`src/rtl/ysyx_22050854_mul_ctrl.sv`:
```
// Multiply controller between EX and the shift-add multiplier: decodes RV64M multiply ops,
// runs the multiplier handshake, stalls EX, and returns a formatted result to writeback.
module ysyx_22050854_mul_ctrl #(
  parameter int unsigned TIMEOUT_CYCLES = 128
) (
  input  logic        clock,
  input  logic        reset,
  input  logic        ex_valid,
  input  logic [1:0]  ex_mul_op,
  input  logic        ex_is_word,
  input  logic [63:0] ex_src1,
  input  logic [63:0] ex_src2,
  input  logic [4:0]  ex_rd,
  input  logic        flush,
  output logic        ex_stall,
  output logic        wb_valid,
  output logic [4:0]  wb_rd,
  output logic [63:0] wb_data,
  output logic        mul_err,
  output logic        mul_valid,
  output logic        mulw,
  output logic [1:0]  mul_signed,
  output logic [63:0] multiplicand,
  output logic [63:0] multiplier,
  input  logic        mul_ready,
  input  logic        out_valid,
  input  logic [63:0] result_hi,
  input  logic [63:0] result_lo
);

  localparam int unsigned CntW = (TIMEOUT_CYCLES > 1) ? $clog2(TIMEOUT_CYCLES) : 1;

  typedef enum logic [2:0] {StIdle, StIssue, StWait, StDone, StDrain} state_e;

  state_e          state_q, state_d;
  logic [CntW-1:0] cnt_q, cnt_d;
  logic [1:0]      op_q;
  logic            is_word_q;
  logic [4:0]      rd_q;
  logic            capture;
  logic            timeout;
  logic [63:0]     sel_result;

  assign capture = (state_q == StIdle) && ex_valid && !flush;
  assign timeout = ((state_q == StWait) || (state_q == StDrain)) &&
                   (cnt_q == CntW'(TIMEOUT_CYCLES - 1));

  always_comb begin
    if (is_word_q) begin
      sel_result = {{32{result_lo[31]}}, result_lo[31:0]};
    end else if (op_q == 2'b00) begin
      sel_result = result_lo;
    end else begin
      sel_result = result_hi;
    end
  end

  always_comb begin
    state_d   = state_q;
    cnt_d     = cnt_q;
    mul_valid = 1'b0;
    wb_valid  = 1'b0;
    ex_stall  = 1'b0;
    unique case (state_q)
      StIdle: begin
        ex_stall = ex_valid;
        if (capture) state_d = StIssue;
      end
      StIssue: begin
        ex_stall  = 1'b1;
        mul_valid = !flush;
        if (flush) begin
          state_d = StIdle;
        end else if (mul_ready) begin
          state_d = StWait;
          cnt_d   = '0;
        end
      end
      StWait: begin
        ex_stall = 1'b1;
        cnt_d    = cnt_q + CntW'(1);
        if (flush) begin
          // A result arriving with the flush is simply dropped; otherwise wait it out.
          state_d = out_valid ? StIdle : StDrain;
          cnt_d   = '0;
        end else if (out_valid || timeout) begin
          state_d = StDone;
        end
      end
      StDone: begin
        wb_valid = !flush;
        state_d  = StIdle;
      end
      StDrain: begin
        ex_stall = ex_valid;
        cnt_d    = cnt_q + CntW'(1);
        if (out_valid || timeout) state_d = StIdle;
      end
      default: state_d = StIdle;
    endcase
  end

  always_ff @(posedge clock or posedge reset) begin
    if (reset) begin
      state_q      <= StIdle;
      cnt_q        <= '0;
      op_q         <= '0;
      is_word_q    <= 1'b0;
      rd_q         <= '0;
      mulw         <= 1'b0;
      mul_signed   <= '0;
      multiplicand <= '0;
      multiplier   <= '0;
      wb_rd        <= '0;
      wb_data      <= '0;
      mul_err      <= 1'b0;
    end else begin
      state_q <= state_d;
      cnt_q   <= cnt_d;
      mul_err <= (state_q == StWait) && !flush && !out_valid && timeout;
      if (capture) begin
        op_q      <= ex_mul_op;
        is_word_q <= ex_is_word;
        rd_q      <= ex_rd;
        if (ex_is_word) begin
          // Zero-extended multiplier lets the shift-add unit stop after 32 bits.
          mulw         <= 1'b1;
          mul_signed   <= 2'b11;
          multiplicand <= {{32{ex_src1[31]}}, ex_src1[31:0]};
          multiplier   <= {32'b0, ex_src2[31:0]};
        end else begin
          mulw         <= 1'b0;
          multiplicand <= ex_src1;
          multiplier   <= ex_src2;
          unique case (ex_mul_op)
            2'b10:   mul_signed <= 2'b10;
            2'b11:   mul_signed <= 2'b00;
            default: mul_signed <= 2'b11;
          endcase
        end
      end
      if ((state_q == StWait) && !flush) begin
        if (out_valid) begin
          wb_data <= sel_result;
          wb_rd   <= rd_q;
        end else if (timeout) begin
          wb_data <= '0;
          wb_rd   <= rd_q;
        end
      end
    end
  end

endmodule

```
`config.mk`:
```
export PLATFORM = sky130hd
export DESIGN_NAME = ysyx_22050854_mul_ctrl
export DESIGN_NICKNAME = d
export VERILOG_FILES = /design/src/rtl/ysyx_22050854_mul_ctrl.sv
export SDC_FILE = /design/constraint.sdc
export NUM_CORES = 1
export LEC_CHECK = 0
export CAP_MARGIN = 10
export CORE_AREA = 2 2 186 188
export CTS_BUF_LIST = sky130_fd_sc_hd__clkbuf_8
export DETAILED_ROUTE_END_ITERATION = 7
export DIE_AREA = 0 0 188 190
export MAX_ROUTING_LAYER = met4
export PLACE_DENSITY = 0.57
export SYNTH_ARGS = -nofsm -noshare
export SYNTH_HDL_FRONTEND = slang
export SYNTH_SLANG_ARGS = --single-unit
```
`constraint.sdc`:
```
create_clock -name clock -period 22.3 [get_ports clock]
set_clock_uncertainty 0.2 [all_clocks]
set_input_delay 3.345 -clock clock [delete_from_list [all_inputs] [get_ports clock]]
set_output_delay 3.345 -clock clock [all_outputs]
set_load 0.02 [all_outputs]
```
==> flow_metrics.env <==
export IMPL_status="finished clean"
export IMPL_peakVddDrop_uv=54.20
export IMPL_drc=0
export IMPL_htree_num_levels=2
export IMPL_grt_max_degree=114
export IMPL_rsz0062_at_grt="no"
export IMPL_power_density_mw_per_mm2=103.1
export IMPL_ys_ff_latch=218
export IMPL_critPathBufInv=2
export IMPL_dp_cells=1688
export IMPL_yosysTopAreaCellShare=0.5843
export IMPL_ios=474
export IMPL_vias=7967
export IMPL_rows=68
export IMPL_core_area_mm2=0.03395
export IMPL_cts_setup_buffers=0
export IMPL_clk_latency_ns=0.54
export IMPL_ant_nets=0
export IMPL_antenna_found_initial=1
export IMPL_fin_crit_ns=8.579
export IMPL_area_growth_synth_to_final_pct=62.56
export IMPL_post_drt_wl_per_cell_um=17.70
export IMPL_first_pass_iters=4
export IMPL_synth_edff_count=0
export IMPL_clock_fmax_mhz=116.6
export IMPL_grt_pass1_vias=8293
export IMPL_synth_flop_cell="dfrtp_1"
export IMPL_final_core_util=0.4471
export IMPL_die_w_um=188
export IMPL_start_util=0.2750
export IMPL_ctsResizeCount=0
export IMPL_final_area_mm2=0.01518
export IMPL_cap_viol_max_count=0
export IMPL_cts_buffers_inserted=42
export IMPL_finalNetCount=1548
export IMPL_io_buffers=473
export IMPL_place_area_mm2=0.01436
export IMPL_overflow=0
export IMPL_grt_use_total=0.1747
export IMPL_synthTopCellsByArea="dfrtp_1 58%, mux2_2 8.9%, nand2_1 4.1%, mux2i_1 4.0%, a21oi_1 3.8%"
export IMPL_cts_max_path_buffers=3
export IMPL_cp_depth=4
export IMPL_synthesis_nets=1088
export IMPL_rr_worst_depth=5
export IMPL_path_clk_slew_ns=0.06
export IMPL_cts_sinks=218
export IMPL_grt_pass1_wl_um=47590
export IMPL_tns_ns=0
export IMPL_avgSynthCellArea_um2=11.43
export IMPL_yosysWarnings=0
export IMPL_cp_slowest_cell="clkdlybuf4s50_1"
export IMPL_yosysMostFrequentCell="dfrtp_1"
export IMPL_worstHoldPathCells=2
export IMPL_tritoncts="built"
export IMPL_leakage_nw=6.406
export IMPL_avgViaCountPerCell=4.527
export IMPL_crit_chain="clkdlybuf4s50_1 > nor2_1 > and3_1 > clkdlybuf4s50_1"
export IMPL_finalPower_mw=1.565
export IMPL_async_flop_share=1.000
export IMPL_cp_end_kind="output pin"
export IMPL_worst_pin_slew_ns=1.027
export IMPL_cts_root_buf="clkbuf_8"
export IMPL_crit_fanout=7
export IMPL_setup_violations=0
export IMPL_critPathArrivalTime_ns=5.03
export IMPL_wirelength_um=31160
export IMPL_synth_cells=817
export IMPL_cp_top_family="buffers and inverters"
export IMPL_finalHoldViolations=0
export IMPL_drt_iter0_markers=227
export IMPL_relSlewSlack=0.3151
export IMPL_crit_path_start_kind="input port"
export IMPL_fp_dieH_um=190
export IMPL_place_congestion=0.7701
export IMPL_slowest_delay_ns=0.61
export IMPL_dieArea_mm2=0.03572
export IMPL_synth_cell_type_count=36
export IMPL_holdBufCountCts=0
export IMPL_crit_path_frequent_cell="clkdlybuf4s50_1"
export IMPL_path_class="input port to output pin"
export IMPL_fin_crit_sh=0.3847
export IMPL_synthesis_area_mm2=0.009336
export IMPL_ys_top_cells_by_count="218 x dfrtp_1, 103 x nand2_1, 74 x mux2_2"
export IMPL_cp_required_ns=18.75
export IMPL_finalMaxSlewViolations=0
export IMPL_hold_class="register to register"
export IMPL_drive_gt1_frac=0.1189
export IMPL_yosysSeqAreaShare=0.5843
export IMPL_dp_hpwl_um=21660
export IMPL_stdcell_count=1760
export IMPL_synth_top_area_cell="dfrtp_1"
[state kept, by name, summed over array words and instances (netlist names), 2 cells and up]
signal and count:
mul_signed 2, state_q 3, rd_q 5, multiplier 64
wb_data 64, op_q 2, cnt_q 7, multiplicand 64
wb_rd 5
[worst paths after layout]
| kind | startpoint | to | slack, ns |
|---|---|---|---|
| setup / recovery | flush | wb_valid | 13.72 |
| hold / removal | multiplier[63]$_DFFE_PP0P_ | multiplier[63]$_DFFE_PP0P_ | 0.28 |
| setup reg to reg | state_q[2]$_DFFE_PP0P_ | multiplicand[21]$_DFFE_PP0P_ | 18.77 |
| hold reg to reg | multiplier[63]$_DFFE_PP0P_ | multiplier[63]$_DFFE_PP0P_ | 0.28 |
| max in group asynchronous | reset | op_q[0]$_DFFE_PP0P_ | 17.39 |
| min in group asynchronous | reset | multiplier[3]$_DFFE_PP0P_ | 3.18 |
[cells in the final DEF (no fill, tap or decap), types with 11 or more instances in the layout]
| master | Yosys | layout |
|---|---|---|
| a22o_1 | 33 | 33 |
| buf_4 | 6 | 11 |
| o2bb2ai_1 | 32 | 32 |
| inv_1 | 4 | 17 |
| mux2_2 | 74 | 74 |
| clkdlybuf4s50_1 | 0 | 473 |
| dfrtp_1 | 218 | 217 |
| nor2_1 | 38 | 37 |
| nand2_1 | 103 | 103 |
| mux2i_1 | 37 | 37 |
| clkbuf_8 | 0 | 51 |
| o21ai_0 | 69 | 69 |
| a21oi_1 | 71 | 71 |
| nor3_1 | 34 | 34 |
[layout make-up]
class                      count  area, um2
sequential                   218       5456
fill                        3162      18770
clock buffer                  51      701.9
clock inverter                20      115.1
inverter                       4      22.52
multi-input combinational    527       3492
timing repair buffer         484       4817
tap                          455      569.3
antenna                        1      2.502
[worst reg2reg max path: stages, from the launching register on]
cell and delay [ns]:
dfrtp_1 0.58, nor2_1 0.19, nand3_4 0.39, buf_4 0.68, buf_4 0.88, mux2_2 0.52
[layer usage]
layer  up-vias  track usage  part of all wire  routed length (um)
met1      3758       0.1944              0.39               12280
met5         -            -                 0                   0
met3        54      0.06788              0.10                3149
met2       352       0.2850              0.48               14800
li1       3803            -                 -                   -
met4         0      0.06420             0.030                 920
[logic make-up (layout without fill, tap and decap cells)]
logic type / count (synthesis) / in the layout / synth area share
adder cells (fa/ha/maj): 1 / 1 / 0.001340
other: 0 / 1 / 0
multiplexers: 114 / 114 / 0.1325
AND/OR/NAND/NOR: 200 / 200 / 0.09448
buffers and inverters: 72 / 559 / 0.04463
AO/OA/AOI/OAI: 212 / 212 / 0.1427
flip-flops: 218 / 218 / 0.5843
[power by group]
group	switching, mW	total, mW	internal [mW]
logic	0.298	0.612	0.314
clock network	0.171	0.388	0.217
registers	0.0596	0.565	0.505
total	0.528	1.56	1.04
[stage by stage]
stage	setup slack, ns	hold WS, ns
floorplan	12.79	0.2502
global placement	13.79	0.2595
detailed placement	13.73	0.2649
CTS	13.73	0.2831
global route	13.65	0.2953
finish	13.72	0.2759
Note: power is estimated with default switching activity, not from simulation.
